[config.mk]
export PLATFORM = sky130hd
export DESIGN_NAME = adc_noise_sched_flat
export DESIGN_NICKNAME = d
export VERILOG_FILES = /design/src/rtl/adc_noise_sched_if.sv /design/src/rtl/adc_noise_sched.sv /design/src/flat_wrapper.sv
export SDC_FILE = /design/constraint.sdc
export NUM_CORES = 1
export LEC_CHECK = 0
export ABC_AREA = 0
export BUFFER_PORTS_ARGS = -buffer_cell sky130_fd_sc_hd__buf_2
export CORE_UTILIZATION = 40
export CTS_CLUSTER_DIAMETER = 200
export DETAILED_ROUTE_END_ITERATION = 10
export SLEW_MARGIN = 20
export SYNTH_ARGS = -nofsm -noshare
export SYNTH_HDL_FRONTEND = slang
export SYNTH_SLANG_ARGS = --single-unit
[constraint.sdc]
create_clock -name clk -period 7.4 [get_ports clk]
set_clock_uncertainty 0.2 [all_clocks]
set_input_delay 1.48 -clock clk [delete_from_list [all_inputs] [get_ports clk]]
set_output_delay 1.48 -clock clk [all_outputs]
set_load 0.005 [all_outputs]
[src/rtl/adc_noise_sched_if.sv]
`default_nettype none
// ============================================================================
// Module      : adc_noise_sched_if
// Description : Control, PRNG-handshake and per-channel output bundle for
//               adc_noise_sched.
// Revision    : 1.0 - initial release
// ============================================================================
interface adc_noise_sched_if #(
    parameter int NCH = 4,
    parameter int RW  = 13
);
    logic              enable;
    logic [RW-1:0]     rnd_in;
    logic              rnd_valid;
    logic              rnd_ready;
    logic              clear_starve;
    logic [NCH*RW-1:0] rnd_out;
    logic [NCH-1:0]    strobe;
    logic              running;
    logic [15:0]       starve_cnt;

    modport master (
        output enable, rnd_in, rnd_valid, clear_starve,
        input  rnd_ready, rnd_out, strobe, running, starve_cnt
    );

    modport slave (
        input  enable, rnd_in, rnd_valid, clear_starve,
        output rnd_ready, rnd_out, strobe, running, starve_cnt
    );
endinterface
`default_nettype wire

[src/rtl/adc_noise_sched.sv]
`default_nettype none
// ============================================================================
// Module      : adc_noise_sched
// Description : Round-robin distributor of one PRNG stream to NCH emulated
//               ADC channels, with a PRNG-independent strobe cadence.
// Revision    : 1.0 - initial release
// ============================================================================
module adc_noise_sched #(
    parameter int NCH = 4,
    parameter int RW  = 13
) (
    input  logic                 clk,
    input  logic                 rst,
    adc_noise_sched_if.slave     bus
);
    localparam int              c_IW   = (NCH > 1) ? $clog2(NCH) : 1;
    localparam logic [c_IW-1:0] c_LAST = c_IW'(NCH - 1);

    typedef enum logic [1:0] {
        ST_IDLE  = 2'd0,
        ST_PRIME = 2'd1,
        ST_RUN   = 2'd2
    } state_t;

    state_t            r_state;
    logic [c_IW-1:0]   r_ch;
    logic [NCH*RW-1:0] r_slots;
    logic [NCH-1:0]    r_strobe;
    logic              r_running;
    logic [15:0]       r_starve;

    logic w_active;
    logic w_starve_inc;

    // Ready is the only unregistered output: it must drop in the same cycle enable does.
    assign w_active      = bus.enable && (r_state != ST_IDLE);
    assign bus.rnd_ready = w_active;
    assign w_starve_inc  = bus.enable && (r_state == ST_RUN) && !bus.rnd_valid;

    assign bus.rnd_out    = r_slots;
    assign bus.strobe     = r_strobe;
    assign bus.running    = r_running;
    assign bus.starve_cnt = r_starve;

    always_ff @(posedge clk or posedge rst) begin
        if (rst) begin
            r_state   <= ST_IDLE;
            r_ch      <= '0;
            r_slots   <= '0;
            r_strobe  <= '0;
            r_running <= 1'b0;
            r_starve  <= '0;
        end else begin
            r_strobe <= '0;

            if (bus.clear_starve) begin
                r_starve <= '0;
            end else if (w_starve_inc && (r_starve != 16'hFFFF)) begin
                r_starve <= r_starve + 16'd1;
            end

            case (r_state)
                ST_PRIME: begin
                    if (!bus.enable) begin
                        r_state <= ST_IDLE;
                        r_ch    <= '0;
                        r_slots <= '0;
                    end else if (bus.rnd_valid) begin
                        r_slots[int'(r_ch)*RW +: RW] <= bus.rnd_in;
                        if (r_ch == c_LAST) begin
                            r_ch      <= '0;
                            r_state   <= ST_RUN;
                            r_running <= 1'b1;
                        end else begin
                            r_ch <= r_ch + 1'b1;
                        end
                    end
                end
                ST_RUN: begin
                    if (!bus.enable) begin
                        r_state   <= ST_IDLE;
                        r_ch      <= '0;
                        r_slots   <= '0;
                        r_running <= 1'b0;
                    end else begin
                        // A missing word zeroes the slot rather than delaying the strobe.
                        r_slots[int'(r_ch)*RW +: RW] <= bus.rnd_valid ? bus.rnd_in : '0;
                        r_strobe[r_ch]               <= 1'b1;
                        r_ch                         <= (r_ch == c_LAST) ? '0 : r_ch + 1'b1;
                    end
                end
                default: begin
                    r_ch      <= '0;
                    r_slots   <= '0;
                    r_running <= 1'b0;
                    if (bus.enable) begin
                        r_state <= ST_PRIME;
                    end else begin
                        r_state <= ST_IDLE;
                    end
                end
            endcase
        end
    end
endmodule
`default_nettype wire

[src/flat_wrapper.sv]
// flat-port wrapper written by rule: the top's interface ports become plain ports
module adc_noise_sched_flat 
#(
    parameter int NCH = 4,
    parameter int RW  = 13
)
  (clk, rst, bus_enable, bus_rnd_in, bus_rnd_valid, bus_clear_starve, bus_rnd_ready, bus_rnd_out, bus_strobe, bus_running, bus_starve_cnt);
  adc_noise_sched_if #(.NCH(NCH), .RW(RW)) bus_i ();
  input  logic clk;
  input  logic rst;
  input wire logic [$bits(bus_i.enable)-1:0] bus_enable;
  input wire logic [$bits(bus_i.rnd_in)-1:0] bus_rnd_in;
  input wire logic [$bits(bus_i.rnd_valid)-1:0] bus_rnd_valid;
  input wire logic [$bits(bus_i.clear_starve)-1:0] bus_clear_starve;
  output wire logic [$bits(bus_i.rnd_ready)-1:0] bus_rnd_ready;
  output wire logic [$bits(bus_i.rnd_out)-1:0] bus_rnd_out;
  output wire logic [$bits(bus_i.strobe)-1:0] bus_strobe;
  output wire logic [$bits(bus_i.running)-1:0] bus_running;
  output wire logic [$bits(bus_i.starve_cnt)-1:0] bus_starve_cnt;
  assign bus_i.enable = bus_enable;
  assign bus_i.rnd_in = bus_rnd_in;
  assign bus_i.rnd_valid = bus_rnd_valid;
  assign bus_i.clear_starve = bus_clear_starve;
  assign bus_rnd_ready = bus_i.rnd_ready;
  assign bus_rnd_out = bus_i.rnd_out;
  assign bus_strobe = bus_i.strobe;
  assign bus_running = bus_i.running;
  assign bus_starve_cnt = bus_i.starve_cnt;
  adc_noise_sched #(.NCH(NCH), .RW(RW)) u_core (.clk(clk), .rst(rst), .bus(bus_i));
endmodule
# ---- Yosys cells after proc, flatten, opt, wreduce, memory -nomap -nowiden
# Index checks and enable logic that the tools add are counted.
dict set report word_totals {
  reg_bits 77
  in_bits 18
  output_inout_bits 74
  elab_cells 64
}
dict set report op_classes {
  n_addsub 3
  multipliers 1
  magnitude_cmp 2
  n_eq_ne 10
  n_shift 3
  muxes 29
  reduce_logical 10
}
# cell count
set op_table {}
lappend op_table {{$mux 52} 3}
lappend op_table {{$bwmux 52} 2}
lappend op_table {{$pmux 52 s2} 1}
lappend op_table {{$shiftx 13x33->52} 2}
lappend op_table {{$shift 13x33->52 const A} 1}
lappend op_table {{$neg 32->33} 1}
lappend op_table {{$mux 16} 2}
lappend op_table {{$add 16x1->16 const B} 1}
lappend op_table {{$mux 2} 8}
lappend op_table {{$ne 16x16->1 const B} 1}
lappend op_table {{$mux 13} 1}
lappend op_table {{$mux 4} 2}
lappend op_table {{$pmux 2 s2} 2}
lappend op_table {{$mul 2x4->6 const B} 1}
lappend op_table {{$mux 1} 6}
lappend op_table {{$ne 2x2->1 const B} 3}
lappend op_table {{$logic_and 1x1->1} 5}
lappend op_table {{$eq 2x2->1 const B} 2}
lappend op_table {{$reduce_and 4->1} 1}
lappend op_table {{$reduce_bool 2->1} 2}
lappend op_table {{$lt 2x3->1 const B} 1}
lappend op_table {{$ne 3x2->1 const B} 1}
lappend op_table {{$ne 3x3->1 const B} 1}
lappend op_table {{$reduce_and 3->1} 1}
lappend op_table {{7 further kinds} 7}

# ---- Longest topological paths before layout
dict set report logic_depth {
  word_depth 7
  ltp_mapped 8
  mapped_depth_nobuf 6
}

# ---- Worst setup path after synthesis
# No wires, ideal clock.
dict set report synth_path {
  path_kind {input to output}
  start {input port bus_enable}
  end {output port bus_rnd_ready}
  arrival_time_ps 2121
  required_ps 5720
  slack_ps 3599
  stages 3
  n_path_buf 2
  cell_sequence {clkbuf_1 clkbuf_1 nor2b_1}
}
dict set report synth_via {
  elab_chain_len 1
}
# element line_no
set synth_rtl {}
lappend synth_rtl {{start, declared} flat_wrapper.sv:11} ;# input wire logic [$bits(bus_i.enable)-1:0] bus_enable;
lappend synth_rtl {{$logic_and 1x1->1} adc_noise_sched.sv:36} ;# assign w_active = bus.enable && (r_state != ST_IDLE);
lappend synth_rtl {{end, declared} flat_wrapper.sv:15} ;# output wire logic [$bits(bus_i.rnd_ready)-1:0] bus_rnd_ready;
# No other way between the ends.

# ---- Worst setup path after layout
# Same ends and word-level chain as after synthesis.

==> out/metrics.cfg <==
[critical_path]
cp_slowest_cell = buf_2
cp.arrival_ns = 2.05
cp.required_ns = 5.72
end_kind = output port
crit_fanout = 22
cpPeakStageDelay_ns = 0.28
cpMostUsedCell = buf_2
path_cells = buf_2 > nor2b_1 > buf_2
crit_type = in -> out
start_kind = primary input

[route]
wl_met2_mm = 4.24
post_drt_wl_per_cell_um = 17.2
dr_total_vias = 3108
top_layer = met4
drtPass1Iterations = 4
vias_per_cell = 5.69
wl_met1_mm = 4.41
met3WireLength_um = 605
drtAntennaViolNets = 0
drt_wl_total_mm = 9.42
drt_iter0_markers = 168
drc = 0

[grt]
grt_overflow = 0
grt_pass1_wl_mm = 15.1
grt_pass1_vias = 2864
grt_use_total = 0.216
grt_max_degree = 78
grt_antenna_before_repair = 0

[die]
initial_core_util = 0.412
rows = 34
dieArea_um2 = 9320
die_x_um = 96.5
coreArea_um2 = 8680
ioPinCount = 92
die_y_um = 96.5

[synthesis]
synth_edf_count = 0
synthTopCellsByArea = dfrtp_1 54%, a22o_1 8.1%, a21oi_1 4.5%
syn_area_per_cell_um2 = 10.4
syn_area_um2 = 3570
syn-num-nets = 373
synth-seq-cells = 77
ys.flop_type = dfrtp_1
yosys_warnings = 0
synthArstFlopShare = 1.00
synth_largest_area_cell = dfrtp_1
synthDistinctLibCells = 42
seq_area_frac_synth = 0.539
syn_inst = 345
synth_top_area_frac = 0.539

[final_layout]
drive_above_1_share = 0.274
n_antenna_cell = 0
final_nets = 461
area_delta_synth_final_pct = 22.4

[timing]
max_freq_mhz = 268
period_share = 0.505
period_minus_slack_ns = 3.73
max_slew_margin = 0.339
drv_slew = 0
hold_viol = 0
setup_tns_ns = 0
holdWs_ns = 0.297
tightest_slew_ns = 0.988
setup_violations = 0
grt_setup_unrepaired = false

[power]
vdd_drop_max_mv = 0.113
power_density_nw_per_um2 = 193
p_leak_uw = 0.00219

[status]
status = complete, no violations

[clocking]
cts_root_buf = clkbuf_8
cts-htree-levels = 3
clock_sinks = 77
cts_tree = built
insertion_delay_ns = 0.35
postCtsSetupBuffers = 0
clock_path_buffers = 2
hold_buffers = 0
post_cts_resized = 0
numCtsBuffers = 9
clk_pin_slew_ns = 0.09

[place]
gp_congestion = 0.847
dp_hpwl_mm = 6.43
io_buffers = 91

[flow_run]
maxCapViolCount = 0

[worst_hold_path]
worstHoldPathType = reg -> reg

==> power breakdown <==
| part | switching, uW | internal, uW | total, uW | leakage [uW] |
|---|---|---|---|---|
| clock network | 173 | 161 | 334 | 0.000103 |
| registers | 3.10 | 424 | 427 | 0.00107 |
| logic | 61.2 | 24.4 | 85.6 | 0.00102 |
| total | 237 | 609 | 847 | 0.00219 |
==> through the flow <==
step / cells / power (uW) / instance area (um^2) / util / setup WS, ns
6_report: 546 / 847 / 4380 / 0.504 / 3.67
5_1_grt: 546 / 887 / 4380 / 0.504 / 3.55
4_1_cts: 545 / 854 / 4330 / 0.499 / 3.65
3_5_place_dp: 529 / 518 / 4130 / 0.476 / 3.65
3_3_place_gp: 529 / 518 / 4130 / 0.476 / 3.67
2_1_floorplan: 345 / 487 / 3570 / - / 3.60
==> sequential cells by signal (all words and copies together) (netlist names) <==
register / flops
u_core.r_ch: 2
u_core.bus.starve_cnt: 16
u_core.bus.running: 1
u_core.r_state: 2
u_core.bus.rnd_out: 52
u_core.bus.strobe: 4
==> layout by cell type, fill, tap and decap left out, types with 4 or more instances in the layout <==
cell type / Yosys / final
clkbuf_8: 0 / 9
nor3_1: 6 / 6
nor4_1: 7 / 5
nand4_1: 9 / 9
dfrtp_1: 77 / 77
nand2b_1: 4 / 4
a22o_1: 33 / 33
o21ai_0: 10 / 10
buf_2: 4 / 91
nor2b_1: 4 / 4
nand3_1: 22 / 22
a21oi_1: 32 / 32
or4_1: 6 / 6
inv_1: 13 / 12
a31oi_1: 4 / 4
nand2_1: 36 / 36
nor2_1: 7 / 7
o31ai_1: 6 / 6
and3_1: 5 / 5
or3_1: 4 / 4
ha_1: 10 / 10
==> worst max-delay path: cells and delay by family <==
kind	cells	cell delay (ns)
simple gates	1	0.17
buf+inv	2	0.39
==> layout make-up <==
class                           count  area [um^2]
Sequential cell                    77         1930
Clock buffer                        9          124
Multi-Input combinational cell    237         1560
Tap cell                          108          135
Clock inverter                      7         80.1
Fill cell                         831         4300
Timing Repair Buffer               95          505
Inverter                           13         48.8
==> cells in the mapped netlist, types with 7 or more instances <==
cell,count
nor4_1,7
clkbuf_1,11
inv_1,13
o21ai_0,10
a22o_1,33
dfrtp_1,77
nand4_1,9
ha_1,10
nand3_1,22
nand2_1,36
nor2_1,7
a21oi_1,32
==> metal layers <==
metal,track usage,up-vias
met5,0,-
li1,-,1460
met1,0.318,1550
met4,0.0895,0
met2,0.306,83
met3,0.0493,15
==> kinds of logic (layout without fill, tap and decap cells) <==
kind of cell             Yosys count  count (layout)  synth area share
multiplexers                       2               2           0.00560
AO/OA/AOI/OAI                    100             100             0.194
AND/OR/NAND/NOR                  125             125             0.193
buffers and inverters             31             124            0.0340
adder cells (fa/ha/maj)           10              10            0.0350
flip-flops                        77              77             0.539
==> path summary, 6_finish.rpt <==
path	to	slack (ns)	startpoint	depth (start not counted)
max	bus_rnd_ready	3.67	bus_enable	3
min	u_core.bus.rnd_out[42]	0.30	u_core.bus.rnd_out[42]	1
max reg2reg	u_core.bus.rnd_out[30]	4.65	u_core.r_state[0]	6
min reg2reg	u_core.bus.rnd_out[42]	0.30	u_core.bus.rnd_out[42]	1
max in group asynchronous	u_core.r_ch[1]	5.48	rst	4
min in group asynchronous	u_core.bus.starve_cnt[13]	0.95	rst	3
Power figures use the tool's default switching activity.
